[config.mk]
export PLATFORM = sky130hd
export DESIGN_NAME = regfile_write_arbiter
export DESIGN_NICKNAME = d
export VERILOG_FILES = /design/src/rtl/regfile_ctrl_pkg.sv /design/src/rtl/starve_counter.sv /design/src/rtl/regfile_write_arbiter.sv
export SDC_FILE = /design/constraint.sdc
export NUM_CORES = 1
export LEC_CHECK = 0
export ABC_AREA = 1
export BUFFER_PORTS_ARGS = -buffer_cell sky130_fd_sc_hd__buf_4
export CELL_PAD_IN_SITES_DETAIL_PLACEMENT = 1
export CELL_PAD_IN_SITES_GLOBAL_PLACEMENT = 1
export CORE_UTILIZATION = 38
export DETAILED_ROUTE_END_ITERATION = 16
export PLACE_DENSITY = 0.89
export SLEW_MARGIN = 20
export SYNTH_ARGS = -nofsm -noshare
export SYNTH_HDL_FRONTEND = slang
export SYNTH_SLANG_ARGS = --single-unit
[constraint.sdc]
create_clock -name CLOCK -period 2.4 [get_ports CLOCK]
set_input_delay 0.36 -clock CLOCK [delete_from_list [all_inputs] [get_ports CLOCK]]
set_output_delay 0.36 -clock CLOCK [all_outputs]
set_load 0.05 [all_outputs]
[src/rtl/regfile_ctrl_pkg.sv]
// Shared types and default sizing for the register-file write-port controller.
package regfile_ctrl_pkg;

    typedef enum logic [1:0] {
        IDLE  = 2'd0,
        CLEAR = 2'd1,
        DONE  = 2'd2
    } state_t;

    localparam int NREG_DEF         = 8;
    localparam int AW_DEF           = 3;
    localparam int DW_DEF           = 8;
    localparam int STARVE_LIMIT_DEF = 4;
    localparam int STARVE_W         = 4;

endpackage

[src/rtl/starve_counter.sv]
// Saturating counter of consecutive cycles the debug port has lost arbitration.
module starve_counter #(
    parameter int W     = 4,
    parameter int LIMIT = 4
) (
    input  logic clk,
    input  logic rst_n,
    input  logic inc,
    input  logic clr,
    output logic at_limit
);

    localparam logic [W-1:0] LIM = W'(LIMIT);

    logic [W-1:0] count;

    // NOTE: sequential state is updated with non-blocking assignments so every
    // flop samples the pre-edge values, independent of process ordering.
    always_ff @(posedge clk or negedge rst_n) begin
        if (!rst_n) begin
            count <= '0;
        end else if (clr) begin
            count <= '0;
        end else if (inc && count != LIM) begin
            count <= count + 1'b1;
        end
    end

    assign at_limit = (count == LIM);

endmodule

[src/rtl/regfile_write_arbiter.sv]
// Arbitrates CPU and debug writes onto the register-file write port and runs
// the one-register-per-cycle clear sequence.
module regfile_write_arbiter
    import regfile_ctrl_pkg::*;
#(
    parameter int NREG         = NREG_DEF,
    parameter int AW           = AW_DEF,
    parameter int DW           = DW_DEF,
    parameter int STARVE_LIMIT = STARVE_LIMIT_DEF
) (
    input  logic          CLOCK,
    input  logic          RESET,
    input  logic          A_VALID,
    input  logic [AW-1:0] A_ADDR,
    input  logic [DW-1:0] A_DATA,
    output logic          A_READY,
    input  logic          B_VALID,
    input  logic [AW-1:0] B_ADDR,
    input  logic [DW-1:0] B_DATA,
    output logic          B_READY,
    input  logic          CLR_REQ,
    output logic          CLR_BUSY,
    output logic          CLR_DONE,
    output logic          RF_WRITE,
    output logic [AW-1:0] RF_ADDR,
    output logic [DW-1:0] RF_DATA
);

    // One extra index bit lets the sequence spend a drain cycle at NREG
    // before DONE, after the last zero write is on the port.
    localparam int IW = AW + 1;
    localparam logic [IW-1:0] CLR_END = IW'(NREG);

    state_t        state, state_nxt;
    logic [IW-1:0] clr_idx, clr_idx_nxt;
    logic          write_nxt;
    logic [AW-1:0] addr_nxt;
    logic [DW-1:0] data_nxt;
    logic          busy_nxt, done_nxt;
    logic          arb_en, grant_a, grant_b, at_limit;

    assign arb_en  = RESET && (state == IDLE) && !CLR_REQ;
    assign grant_b = arb_en && B_VALID && (!A_VALID || at_limit);
    assign grant_a = arb_en && A_VALID && !grant_b;
    assign A_READY = grant_a;
    assign B_READY = grant_b;

    starve_counter #(
        .W     (STARVE_W),
        .LIMIT (STARVE_LIMIT)
    ) u_starve (
        .clk      (CLOCK),
        .rst_n    (RESET),
        .inc      (grant_a && B_VALID),
        .clr      (grant_b || !B_VALID),
        .at_limit (at_limit)
    );

    // NOTE: every signal driven here gets a default first, so no path through
    // the case can leave one unassigned and infer a latch.
    always_comb begin
        state_nxt   = state;
        clr_idx_nxt = clr_idx;
        write_nxt   = 1'b0;
        addr_nxt    = RF_ADDR;
        data_nxt    = RF_DATA;
        busy_nxt    = CLR_BUSY;
        done_nxt    = 1'b0;
        unique case (state)
            IDLE: begin
                if (CLR_REQ) begin
                    state_nxt   = CLEAR;
                    clr_idx_nxt = '0;
                    busy_nxt    = 1'b1;
                end else if (grant_a) begin
                    write_nxt = 1'b1;
                    addr_nxt  = A_ADDR;
                    data_nxt  = A_DATA;
                end else if (grant_b) begin
                    write_nxt = 1'b1;
                    addr_nxt  = B_ADDR;
                    data_nxt  = B_DATA;
                end
            end
            CLEAR: begin
                if (clr_idx == CLR_END) begin
                    state_nxt = DONE;
                    busy_nxt  = 1'b0;
                    done_nxt  = 1'b1;
                end else begin
                    write_nxt   = 1'b1;
                    addr_nxt    = clr_idx[AW-1:0];
                    data_nxt    = '0;
                    clr_idx_nxt = clr_idx + 1'b1;
                end
            end
            DONE: begin
                state_nxt = IDLE;
            end
            default: begin
                state_nxt = IDLE;
            end
        endcase
    end

    always_ff @(posedge CLOCK or negedge RESET) begin
        if (!RESET) begin
            state   <= IDLE;
            clr_idx <= '0;
        end else begin
            state   <= state_nxt;
            clr_idx <= clr_idx_nxt;
        end
    end

    always_ff @(posedge CLOCK or negedge RESET) begin
        if (!RESET) begin
            RF_WRITE <= 1'b0;
            RF_ADDR  <= '0;
            RF_DATA  <= '0;
            CLR_BUSY <= 1'b0;
            CLR_DONE <= 1'b0;
        end else begin
            RF_WRITE <= write_nxt;
            RF_ADDR  <= addr_nxt;
            RF_DATA  <= data_nxt;
            CLR_BUSY <= busy_nxt;
            CLR_DONE <= done_nxt;
        end
    end

endmodule
==> metrics <==
status=complete, no violations; die width=60.8 µm; via count=1239; CTS tree=built; mean area per synthesized cell=7.54 µm²; hold crit path type=input port to async pin; family with the most delay on the worst path=buffers and inverters; crit-path max cell delay=410 ps; WL final=3550 µm; Num CTS Buffers=3; # IOs=43; die height=60.8 µm; Min Clock Period, post-route=2170 ps; total power=1.64 mW; Gate Count Post-Synth=174; most frequent cells in the layout=55 x nand2_1, 44 x buf_4, 35 x inv_1; gpl congestion=0.828; clock buffer depth=2; drt wl/cell=13.5 µm; launch point of the worst reg-to-reg path=clr_idx[0]$_DFFE_PN0P_; commonest non-fill, non-tap cell in the layout=nand2_1; setup TNS=0 ps; Layout Nets=252; Clock transition at path regs=130 ps; Core Region=3150 µm²; port buffer count=42; CTS Sinks=24; # rows=20; root buf cell=clkbuf_4; DP HPWL=2870 µm; Initial Util=41.6%; synthesis-to-layout area growth=32.3%; Hold Fails Final Rpt=0; worst-path fanout max=9; diode count=0; Seq/Total Area, Yosys=45.8%; initial antenna violation count=0; DR DRC count=0; worst vdd ir=0.000569 V; worst path cell trace=inv_1, ha_1, nand3_1, nand2_1, nand2_2, nand2_2, clkinvlp_4, buf_4; Finish-stage setup viols=0; Yosys warnings=0; Crit Path Class=flop to output pin; R2R setup slack=580 ps; setup bufs post-CTS=0; Achievable Freq=461 MHz; CP Launch Type=flop; DRC marker count from the first detailed-route iteration=51; Clock Latency Late Sink=320 ps; largest net degree at the start of global routing=25; # fillers=418; crit end category=output pin; Yosys cell types=19; Required @ worst endpoint=2040 ps; fraction of layout cells with a size suffix above 1=25.9%; CP Buf/Inv Count=3; CTS H-tree lvls=1; Worst EP arrival=1810 ps; Vias per Instance=4.69; DIE AREA=3690 µm²; maxcap violations=0; vias in the first global route=1288; worst slew pin tran=518 ps; Seq cells post-synth=24; DR pass1 iterations=4; Final Cycle Share=90.4%; R2R Path End=RF_ADDR[0]$_DFFE_PN0P_; global-route usage over all layers=21.1%; clock skew=2.76 ps; Synth Cell Area=1310 µm²; leakage power=0.984 nW; first-pass GRT wire length=5600 µm; Slew HR=65.4%; Post-DRT Antenna Nets=0; Pwr per Cell Area=946 nW/µm²; Pins Over Slew Limit=0; R2R cell count=9; CP most frequent cell=nand2_2; RSZ-0062 raised after global routing=no; Mapped Nets=205; CP max-delay cell=dfrtp_1; GRT overflow=0
-- how the worst max path moves through the flow --
stage / cells after the start / endpoint / slack, ps / start
floorplan: 6 / B_READY / 550 / u_starve.count[0]$_DFFE_PN0P_
global placement: 8 / A_READY / 580 / u_starve.count[0]$_DFFE_PN0P_
detailed placement: 8 / A_READY / 490 / u_starve.count[0]$_DFFE_PN0P_
CTS: 8 / A_READY / 70 / u_starve.count[0]$_DFFE_PN0P_
global route: 8 / A_READY / 90 / u_starve.count[0]$_DFFE_PN0P_
finish: 8 / A_READY / 230 / u_starve.count[0]$_DFFE_PN0P_
-- synth_stat cells --
| cell | n | share of area, % |
|---|---|---|
| xor2_1 | 1 | 0.67 |
| o22ai_1 | 1 | 0.48 |
| dfrtp_1 | 24 | 46 |
| a21oi_1 | 4 | 1.5 |
| nand4_1 | 1 | 0.48 |
| nand3_1 | 19 | 7.2 |
| o21a_1 | 1 | 0.57 |
| nand2_1 | 57 | 16 |
| nor2_4 | 2 | 1.7 |
| inv_1 | 35 | 10 |
| clkinv_1 | 1 | 0.29 |
| nor2_2 | 2 | 0.95 |
| a21oi_4 | 1 | 1.2 |
| nand3_4 | 1 | 1.3 |
| buf_6 | 2 | 1.7 |
| nor2_1 | 10 | 2.9 |
| ha_1 | 4 | 3.8 |
| o21ai_0 | 6 | 2.3 |
| nor3_1 | 2 | 0.76 |
-- stage by stage --
step | std cells | hold WS (ps) | cell area [µm²] | worst slack, ps | util, %
2_1_floorplan | 174 | 64.4 | 1310 | 546 | -
3_3_place_gp | 260 | 395 | 1680 | 576 | 53.1
3_5_place_dp | 260 | 401 | 1680 | 494 | 53.1
4_1_cts | 264 | 40.1 | 1730 | 68.5 | 54.8
5_1_grt | 264 | 40.3 | 1740 | 94.3 | 55.1
6_report | 264 | 33.0 | 1740 | 231 | 55.1
-- cells by family (layout without fill, tap and decap cells) --
kind of cell / count (synthesis) / count (layout) / synth area share, %
AND/OR/NAND/NOR: 94 / 94 / 31.7
buffers and inverters: 38 / 84 / 12.0
flip-flops: 24 / 24 / 45.8
AO/OA/AOI/OAI: 13 / 13 / 6.10
adder cells (fa/ha/maj): 4 / 4 / 3.81
XOR/XNOR: 1 / 1 / 0.667
-- flip-flops by register name (all words and copies together), names as in the netlist --
register        flops
RF_WRITE            1
CLR_DONE            1
state               2
u_starve.count      4
RF_ADDR             3
clr_idx             4
RF_DATA             8
CLR_BUSY            1
-- timing repair --
item | 4_1_cts | 5_1_grt
setup endpoints to repair | 0 | 1
hold buffers | 0 | 0
gates resized for setup | 0 | 3
-- per-layer routing --
metal  vias up  share of wire [%]  wire [µm]  GRT usage (%)
met3         4                2.8         98           4.69
met1       593                 40       1430           23.6
met5         -                  0          0              0
met2        20                 56       1980           40.2
li1        622                  -          -              -
met4         0                1.2         44           5.52
-- cell type report --
cell class | instances | area [µm²] | area share [%]
Multi-Input combinational cell | 112 | 559 | 32.2
Sequential cell | 24 | 601 | 34.6
Clock buffer | 3 | 22.5 | 1.30
Timing Repair Buffer | 44 | 330 | 19.0
Inverter | 36 | 139 | 8.00
Tap cell | 44 | 55.1 | 3.17
Clock inverter | 1 | 30.0 | 1.73
-- power breakdown --
group	leakage, nW	switching (mW)	total (mW)	internal (mW)
logic	0.645	0.545	0.782	0.237
clock network	0.0279	0.127	0.296	0.169
registers	0.311	0.0605	0.564	0.504
Note: power is estimated with default switching activity, not from simulation.
